$ cat config.mk
export PLATFORM = sky130hd
export DESIGN_NAME = framebuffer_arbiter
export DESIGN_NICKNAME = d
export VERILOG_FILES = /design/src/rtl/framebuffer_arbiter.sv
export SDC_FILE = /design/constraint.sdc
export NUM_CORES = 1
export LEC_CHECK = 0
export ABC_AREA = 1
export CAP_MARGIN = 10
export CORE_AREA = 8 8 82 84
export DETAILED_ROUTE_END_ITERATION = 16
export DIE_AREA = 0 0 90 92
export PLACE_DENSITY = 0.86
export SLEW_MARGIN = 20
export SYNTH_ARGS = -nofsm -noshare
export SYNTH_HDL_FRONTEND = slang
export SYNTH_SLANG_ARGS = --single-unit
$ cat constraint.sdc
create_clock -name clk_in -period 2.71 [get_ports clk_in]
set_input_delay 0.813 -clock clk_in [delete_from_list [all_inputs] [get_ports clk_in]]
set_output_delay 0.813 -clock clk_in [all_outputs]
set_load 0.02 [all_outputs]
$ cat src/rtl/framebuffer_arbiter.sv
// Single-port framebuffer BRAM arbiter. Video fetch has absolute priority, then a
// full-buffer clear engine, then at most one outstanding CPU read, write or XOR.
module framebuffer_arbiter #(
    parameter int READ_LATENCY = 2
) (
    input  logic       clk_in,
    input  logic       rst_in,
    input  logic       video_active_in,
    input  logic [7:0] video_addr_in,
    output logic [7:0] video_data_out,
    input  logic       cpu_req_valid_in,
    output logic       cpu_req_ready_out,
    input  logic [1:0] cpu_op_in,
    input  logic [7:0] cpu_addr_in,
    input  logic [7:0] cpu_wdata_in,
    output logic       cpu_rvalid_out,
    output logic [7:0] cpu_rdata_out,
    output logic       cpu_collision_out,
    input  logic       clear_start_in,
    output logic       clear_busy_out,
    output logic       clear_done_out,
    output logic [7:0] bram_addr_out,
    output logic       bram_we_out,
    output logic [7:0] bram_wdata_out,
    input  logic [7:0] bram_rdata_in
);

    typedef enum logic [1:0] {IDLE, RD_WAIT, XOR_WB, CLEAR} state_t;

    localparam logic [1:0] OP_WRITE = 2'b01;
    localparam logic [1:0] OP_XOR   = 2'b10;

    state_t                  state;
    logic [7:0]              addr_q;
    logic [7:0]              wdata_q;
    logic [7:0]              old_q;
    logic [7:0]              clear_cnt;
    logic                    is_xor_q;
    logic                    clear_pending;
    logic                    busy_q;
    logic                    done_q;
    logic [READ_LATENCY-1:0] tag_q;

    logic accept;
    logic cpu_read_issue;
    logic rd_return;

    assign cpu_req_ready_out = (state == IDLE) && !video_active_in
                               && !clear_start_in && !clear_pending;
    assign accept            = cpu_req_ready_out && cpu_req_valid_in;
    assign cpu_read_issue    = accept && (cpu_op_in != OP_WRITE);

    // The oldest tag marks the cycle in which the CPU's read data is on bram_rdata_in.
    assign rd_return         = tag_q[READ_LATENCY-1];
    assign cpu_rvalid_out    = rd_return;
    assign cpu_rdata_out     = rd_return ? bram_rdata_in : 8'h00;
    assign cpu_collision_out = rd_return && is_xor_q && (|(bram_rdata_in & wdata_q));

    assign video_data_out    = bram_rdata_in;
    assign clear_busy_out    = busy_q;
    assign clear_done_out    = done_q;

    always_comb begin
        // NOTE: every output gets a default first so no path through this block infers a latch.
        bram_addr_out  = 8'h00;
        bram_we_out    = 1'b0;
        bram_wdata_out = 8'h00;
        if (video_active_in) begin
            bram_addr_out = video_addr_in;
        end else if (state == CLEAR) begin
            bram_addr_out = clear_cnt;
            bram_we_out   = 1'b1;
        end else if (state == XOR_WB) begin
            bram_addr_out  = addr_q;
            bram_we_out    = 1'b1;
            bram_wdata_out = old_q ^ wdata_q;
        end else if (accept) begin
            bram_addr_out = cpu_addr_in;
            if (cpu_op_in == OP_WRITE) begin
                bram_we_out    = 1'b1;
                bram_wdata_out = cpu_wdata_in;
            end
        end
    end

    always_ff @(posedge clk_in or negedge rst_in) begin
        if (!rst_in) begin
            state         <= IDLE;
            addr_q        <= 8'h00;
            wdata_q       <= 8'h00;
            old_q         <= 8'h00;
            clear_cnt     <= 8'h00;
            is_xor_q      <= 1'b0;
            clear_pending <= 1'b0;
            busy_q        <= 1'b0;
            done_q        <= 1'b0;
            tag_q         <= '0;
        end else begin
            // NOTE: non-blocking assignments only, so every register samples pre-edge values.
            tag_q[0] <= cpu_read_issue;
            for (int i = 1; i < READ_LATENCY; i++) begin
                tag_q[i] <= tag_q[i-1];
            end

            done_q <= 1'b0;
            if (done_q) begin
                busy_q <= 1'b0;
            end

            case (state)
                IDLE: begin
                    if (clear_start_in || clear_pending) begin
                        state         <= CLEAR;
                        clear_cnt     <= 8'h00;
                        clear_pending <= 1'b0;
                        busy_q        <= 1'b1;
                    end else if (accept) begin
                        addr_q   <= cpu_addr_in;
                        wdata_q  <= cpu_wdata_in;
                        is_xor_q <= (cpu_op_in == OP_XOR);
                        if (cpu_op_in != OP_WRITE) begin
                            state <= RD_WAIT;
                        end
                    end
                end
                RD_WAIT: begin
                    if (clear_start_in) begin
                        clear_pending <= 1'b1;
                        busy_q        <= 1'b1;
                    end
                    if (rd_return) begin
                        if (is_xor_q) begin
                            old_q <= bram_rdata_in;
                            state <= XOR_WB;
                        end else begin
                            state <= IDLE;
                        end
                    end
                end
                XOR_WB: begin
                    if (clear_start_in) begin
                        clear_pending <= 1'b1;
                        busy_q        <= 1'b1;
                    end
                    if (!video_active_in) begin
                        state <= IDLE;
                    end
                end
                CLEAR: begin
                    // Video cycles stall the sweep; the write only happens when video is idle.
                    if (!video_active_in) begin
                        clear_cnt <= clear_cnt + 8'd1;
                        if (clear_cnt == 8'hFF) begin
                            state  <= IDLE;
                            done_q <= 1'b1;
                        end
                    end
                end
                default: state <= IDLE;
            endcase
        end
    end

endmodule

==> flow_summary_export.csv, run 1 <==
group,metric,value,unit
sta,setup_viol,1,
cells_and_area,n_fill_cell,376,
synth,synth_edf_count,0,
clock_network,cts.htree.levels,2,
clock_network,clk_pin_slew,0.08,ns
global_route,grt_pass1_wl,13900,um
drt,dr.pass1.iters,5,
job,cap_violations,0,
cells_and_area,num_antenna_cells,0,
drt,wl_per_cell,16.4,um
synth,ys_async_sr_fraction,100,%
placement,gp_congestion,0.834,
synth,yosysTopAreaCellShare,40.1,%
global_route,overflow,0,
critical_path,path_cells,"buf_6 > nor2_4 > nand3_4 > nor2_4 > buf_6 > nand2_2 > nand2_1 > nand2_1 > nand3_2 > buf_6",
global_route,grt_pass1_vias,2867,
sta,period_share,100,%
global_route,grt_max_degree,41,
pwr,peakVddDrop,0.247,mV
hold_path,hold_end,"tag_q[1]",
synth,ys_top_cells_by_count,"nand2_1, inv_1, dfrtp_1",
clock_network,root_buffer,"clkbuf_8",
drt,num_vias,2818,
sta,grt_setup_unrepaired,"yes",
critical_path,crit_required,1.90,ns
clock_network,tritoncts,"yes",
drt,drtIter0Drc,223,
cells_and_area,drive_gt1_share,29.4,%
drt,drt-total-wl,8590,um
placement,port-buffer-count,76,
critical_path,path_max_fanout,6,
clock_network,cts_buffer_depth,2,
floorplan,pin_count,77,
sta,maxSlewViolCount,0,
critical_path,cp_slowest_cell,"nor2_4",
sta,maxSlewHeadroom,40.1,%
critical_path,reg2reg_depth,9,
status,violations,"negative setup slack",
critical_path,worstReg2RegStart,"state[0]",
pwr,power_leakage,1.98,nW
floorplan,die_area,8280,um2
critical_path,crit_path_max_incr_delay,0.18,ns
synth,synth-seq-cells,40,
critical_path,timing.critical_path.mode_cell,"buf_6",
critical_path,end_kind,"output pin",
cells_and_area,final_area,3850,um2
critical_path,regToRegSetupSlack,0.81,ns
pwr,power_density,384,nW/um2
status,status,"finished with violations",
placement,pre_cts_slack,-0.836,ns
global_route,antenna_found_initial,0,
synth,yosysMostFrequentCell,"nand2_1",
floorplan,core_area,5410,um2
synth,syn_nets,397,
hold_path,hold_start,"tag_q[0]",
synth,synthDistinctLibCells,31,
clock_network,clk_latency,0.30,ns
clock_network,cts-buffers-inserted,5,
floorplan,die_h,92,um
sta,period_minus_slack,2.71,ns
cells_and_area,area_delta_synth_final,54.1,%
synth,syn_avg_cell_area,7.10,um2
synth,netlist_top_cells_area,"dfrtp_1, nand2_1, o21ai_0",
floorplan,die-width,90,um
sta,clock.fmax,368,MHz
synth,synth_ff_type,"dfrtp_1",
synth,synth_top_area_cell,"dfrtp_1",
hold_path,hold_path_class,"reg -> reg",
synth,synth_warnings,0,
critical_path,crit_type,"in -> out",
sta,finalHoldViolCount,0,
critical_path,reg2reg_to,"state[1]",
hold_path,min_path_cells,0,
clock_network,cts_sinks,40,
drt,drc,0,
cells_and_area,nets,497,
drt,viasPerCell,5.37,
clock_network,hold_buffers,0,
placement,hpwl,5600,um
critical_path,cp.arrival,1.90,ns
synth,netlist_area,2500,um2
floorplan,rows,27,
synth,ys_seq_area_share,40.1,%
sta,skew,0.00646,ns
global_route,grt.total_usage,20.5,%
sta,tightest_slew,0.899,ns
floorplan,initial_utilization,46.2,%
synth,synthCells,352,
drt,drtAntennaViolNets,0,
sta,post-route-worst-setup-slack,-0.00477,ns
critical_path,cp-start-kind,"input pin",
placement,postPlaceCellArea,3430,um2
state kept, by name (all words and copies together) (netlist names):
name,count
addr_q,8
clear_cnt,8
old_q,8
wdata_q,8
state,2
tag_q,2
clear_busy_out,1
clear_done_out,1
clear_pending,1
is_xor_q,1
critical path, delay by kind of cell:
family / cells / cell delay, ns
buf+inv: 3 / 0.39
simple gates: 7 / 0.70
cell usage in the layout, fill, tap and decap left out, types with 2 or more instances in the layout:
master and n:
nand2_1 85, inv_1 42, dfrtp_1 40, o21ai_0 37, buf_4 36, clkdlybuf4s50_1 35, nand3_1 18, buf_6 16
nand2_2 15, a21oi_1 14, a21oi_2 13, dlygate4sd2_1 13, nor2_1 10, nand3_2 9, inv_2 6, clkbuf_8 6
nor2_2 5, ha_1 5, nand3_4 4, nand4_1 4, clkbuf_2 4, buf_12 4, clkinv_2 3, a22o_1 3
nor2_4 2, nand2_4 2, xor2_1 2, o22ai_1 2, nand3b_1 2, clkdlybuf4s15_1 2, buf_2 2
per-layer routing:
| layer | global-route usage [%] | routed length (um) | share of wire, % | up-vias |
|---|---|---|---|---|
| met5 | 0 | 0 | 0 | - |
| met4 | 10.3 | 338 | 3.9 | 0 |
| met3 | 4.40 | 507 | 5.9 | 30 |
| met2 | 36.0 | 4370 | 51 | 125 |
| met1 | 23.2 | 3380 | 39 | 1343 |
| li1 | - | - | - | 1320 |
how the worst max path moves through the flow:
stage / to / startpoint / cells after the start / slack [ns]
global route: bram_addr_out[5] / clear_start_in / 10 / -0.05
floorplan: bram_wdata_out[7] / clear_start_in / 7 / 0.11
CTS: bram_wdata_out[7] / clear_start_in / 9 / -0.01
detailed placement: bram_addr_out[1] / clear_start_in / 10 / -0.84
finish: bram_addr_out[5] / clear_start_in / 10 / -0.005
global placement: bram_we_out / clear_start_in / 8 / -0.80
cell type report:
cell class              count  area [um2]  area share (%)
multi-input cells         242        1420            36.8
repair buffers            114        1060            27.7
flip-flops and latches     40        1000            26.0
clock inverters             2        10.0           0.260
inverters                  49         185            4.81
well taps                  72        90.1            2.34
clock buffers               6        82.6            2.14
stage by stage:
step	cells	power [mW]	TNS, ns	utilization [%]	hold WS [ns]
floorplan	352	0.857	0	-	0.331
finish	525	1.48	-0.00477	71.2	0.354
global placement	506	1.02	-16.30	63.4	0.333
detailed placement	506	1.03	-16.88	63.4	0.335
global route	525	1.55	-0.217	71.2	0.363
CTS	524	1.45	-0.0525	68.4	0.356
where the power goes:
group | internal (mW) | leakage, nW | total, mW | switching [mW]
logic | 0.177 | 1.47 | 0.368 | 0.191
registers | 0.634 | 0.450 | 0.686 | 0.0529
clock network | 0.203 | 0.0510 | 0.422 | 0.219
kinds of logic (layout without fill, tap and decap cells):
family,count (synthesis),count (layout),share of synthesized area (%)
compound gates,75,75,15.9
flops,40,40,40.1
xor+xnor,2,2,0.701
simple gates,159,159,27.1
fa+ha+maj,6,6,3.00
buf+inv,70,171,13.2
what timing repair did:
item	CTS	global route
cloned	3	0
pin swaps	6	11
endpoints found under the setup margin	35	24
buffers inserted	7	3
resized for setup	151	64
Note: power is estimated with default switching activity, not from simulation.
==> run 2: changes to the inputs <==
--- a/config.mk
+++ b/config.mk
@@ -6,10 +6,10 @@
 export NUM_CORES = 1
 export LEC_CHECK = 0
 export ABC_AREA = 1
-export CAP_MARGIN = 10
 export CORE_AREA = 8 8 82 84
 export DETAILED_ROUTE_END_ITERATION = 16
 export DIE_AREA = 0 0 90 92
+export GPL_TIMING_DRIVEN = 0
 export PLACE_DENSITY = 0.86
 export SLEW_MARGIN = 20
 export SYNTH_ARGS = -nofsm -noshare
==> run 2 against run 1 <==
Global-route usage up 0.16 points. The flow still finishes with violations (negative setup slack). Critical path depth down 2. Worst hold slack better by 0.017 ns.
==> flow_summary_export.csv, run 2 (synthesis results as in run 1) <==
group,metric,value,unit
sta,finalHoldViolCount,0,
drt,drt-total-wl,9100,um
critical_path,cp.arrival,1.97,ns
pwr,internal_power,1.01,mW
drt,viasPerCell,5.59,
global_route,grt.total_usage,20.7,%
cells_and_area,final_common_cell,"nand2_1",
sta,clock.fmax,359,MHz
cells_and_area,nets,500,
placement,port-buffer-count,76,
sta,skew,0.00377,ns
clock_network,clk_latency,0.30,ns
floorplan,initial_utilization,46.2,%
cells_and_area,postLayoutCoreUtil,72.0,%
drt,drtIter0Drc,331,
global_route,overflow,0,
floorplan,die_h,92,um
critical_path,crit_type,"in -> out",
hold_path,hold_start,"tag_q[0]",
clock_network,cts_sinks,40,
cells_and_area,layout_common_cells,"nand2_1, inv_1, dfrtp_1, o21ai_0, clkdlybuf4s50_1",
floorplan,die_area,8280,um2
drt,wl_per_cell,17.2,um
clock_network,cts.htree.levels,2,
clock_network,tritoncts,"yes",
hold_path,hold_path_class,"reg -> reg",
sta,grt_setup_unrepaired,"yes",
cells_and_area,num_antenna_cells,0,
pwr,power_density,377,nW/um2
cells_and_area,multi_input_area,1370,um2
critical_path,reg2reg_to,"state[1]",
sta,maxSlewViolCount,0,
critical_path,regToRegSetupSlack,0.81,ns
placement,postPlaceCellArea,3360,um2
drt,drtAntennaViolNets,0,
drt,dr.pass1.iters,5,
pwr,power_leakage,2.03,nW
status,violations,"negative setup slack",
global_route,antenna_found_initial,0,
pwr,pwr-share-clk,28.4,%
status,status,"finished with violations",
cells_and_area,area_delta_synth_final,55.7,%
clock_network,root_buffer,"clkbuf_8",
cells_and_area,n_fill_cell,367,
critical_path,crit_required,1.90,ns
placement,gp_congestion,0.843,
job,cap_violations,0,
global_route,grt_pass1_vias,2906,
pwr,peakVddDrop,0.290,mV
critical_path,end_kind,"output pin",
pwr,p_switching,0.460,mW
critical_path,reg2reg_depth,10,
hold_path,min_path_cells,0,
cells_and_area,drive_gt1_share,26.1,%
clock_network,clk_pin_slew,0.07,ns
cells_and_area,final_area,3890,um2
pwr,power.share.switching,31.4,%
clock_network,cts-buffers-inserted,5,
critical_path,cp-start-kind,"input pin",
placement,hpwl,5770,um
global_route,grt_max_degree,31,
drt,num_vias,2951,
floorplan,core_area,5410,um2
floorplan,pin_count,77,
sta,period_minus_slack,2.79,ns
sta,setup_viol,9,
sta,tightest_slew,0.576,ns
floorplan,rows,27,
global_route,grt_pass1_wl,14000,um
drt,drc,0,
sta,period_share,103,%
cells_and_area,seq_area,1000,um2
pwr,combPwrFrac,24.5,%
floorplan,die-width,90,um
sta,maxSlewHeadroom,61.6,%
sta,post-route-worst-setup-slack,-0.0755,ns
hold_path,hold_end,"tag_q[1]",
critical_path,path_max_fanout,6,
critical_path,worstReg2RegStart,"state[1]",
clock_network,cts_buffer_depth,2,
pwr,p_seq_share,47.1,%
[run 2: cell count changes in the layout (fill, tap and decap cells not counted), moves of 4 or more]
cell / delta
buf_6: +4
nand2_2: -10
dlygate4sd2_1: +4
nand2_1: +10
dlymetal6s2s_1: +5
buf_4: -8
[run 2: through the flow]
step | cells | worst slack (ns) | power, mW | setup TNS, ns | hold slack (ns)
final | 528 | -0.0755 | 1.47 | -0.301 | 0.371
after global routing | 528 | -0.134 | 1.53 | -1.04 | 0.377
after CTS | 523 | -0.0569 | 1.43 | -0.255 | 0.372
after detailed placement | 501 | -0.995 | 1.03 | -18.51 | 0.358
after global placement | 500 | -0.973 | 1.02 | -25.45 | 0.334
after floorplan | 352 | 0.107 | 0.857 | 0 | 0.331
[run 2: repair_timing]
| item | in CTS | in global routing |
|---|---|---|
| gates cloned | 3 | 1 |
| setup buffers | 11 | 5 |
| resized for setup | 169 | 50 |
| pin swaps | 13 | 15 |
| hold buffers | 0 | 0 |
| setup endpoints to repair | 35 | 19 |
[run 2: critical path, stage by stage]
cell and delay [ns]:
dlygate4sd2_1 0.25, inv_2 0.06, nor2_4 0.15, buf_6 0.17, buf_8 0.14, nand3_2 0.09, a21oi_2 0.17, buf_6 0.14
[run 2: power groups by stage]
stage,combinational [mW],sequential (mW),clock (mW)
2_1_floorplan,0.177,0.680,0
3_3_place_gp,0.322,0.694,0
3_5_place_dp,0.335,0.698,0
4_1_cts,0.329,0.686,0.415
5_1_grt,0.388,0.696,0.448
6_report,0.359,0.690,0.416
[run 2: final cells by class]
cell class / instances / share of cell area [%]
well taps: 72 / 2.32
flip-flops and latches: 40 / 25.7
multi-input cells: 242 / 35.2
repair inverters: 1 / 0.225
inverters: 49 / 5.18
plain buffers: 21 / 4.82
clock buffers: 8 / 2.32
repair buffers: 95 / 24.2
[run 2: how the worst max path moves through the flow]
stage                                start                 to  slack [ns]  cells past startpoint
after floorplan             clear_start_in  bram_wdata_out[7]        0.11                      7
after global placement      clear_start_in        bram_we_out       -0.97                      9
after detailed placement    clear_start_in        bram_we_out        -1.0                      9
after CTS                   clear_start_in        bram_we_out       -0.06                      9
after global routing        clear_start_in  bram_wdata_out[5]       -0.13                      9
final                     cpu_req_valid_in  bram_wdata_out[5]       -0.08                      8
[run 2: routing by layer]
| layer | part of all wire, % | vias up | wire [um] | global-route usage [%] |
|---|---|---|---|---|
| li1 | - | 1337 | - | - |
| met4 | 5.5 | 0 | 499 | 12.2 |
| met2 | 50 | 202 | 4530 | 36.4 |
| met1 | 36 | 1361 | 3310 | 22.8 |
| met3 | 8.4 | 51 | 765 | 3.99 |
| met5 | 0 | - | 0 | 0 |
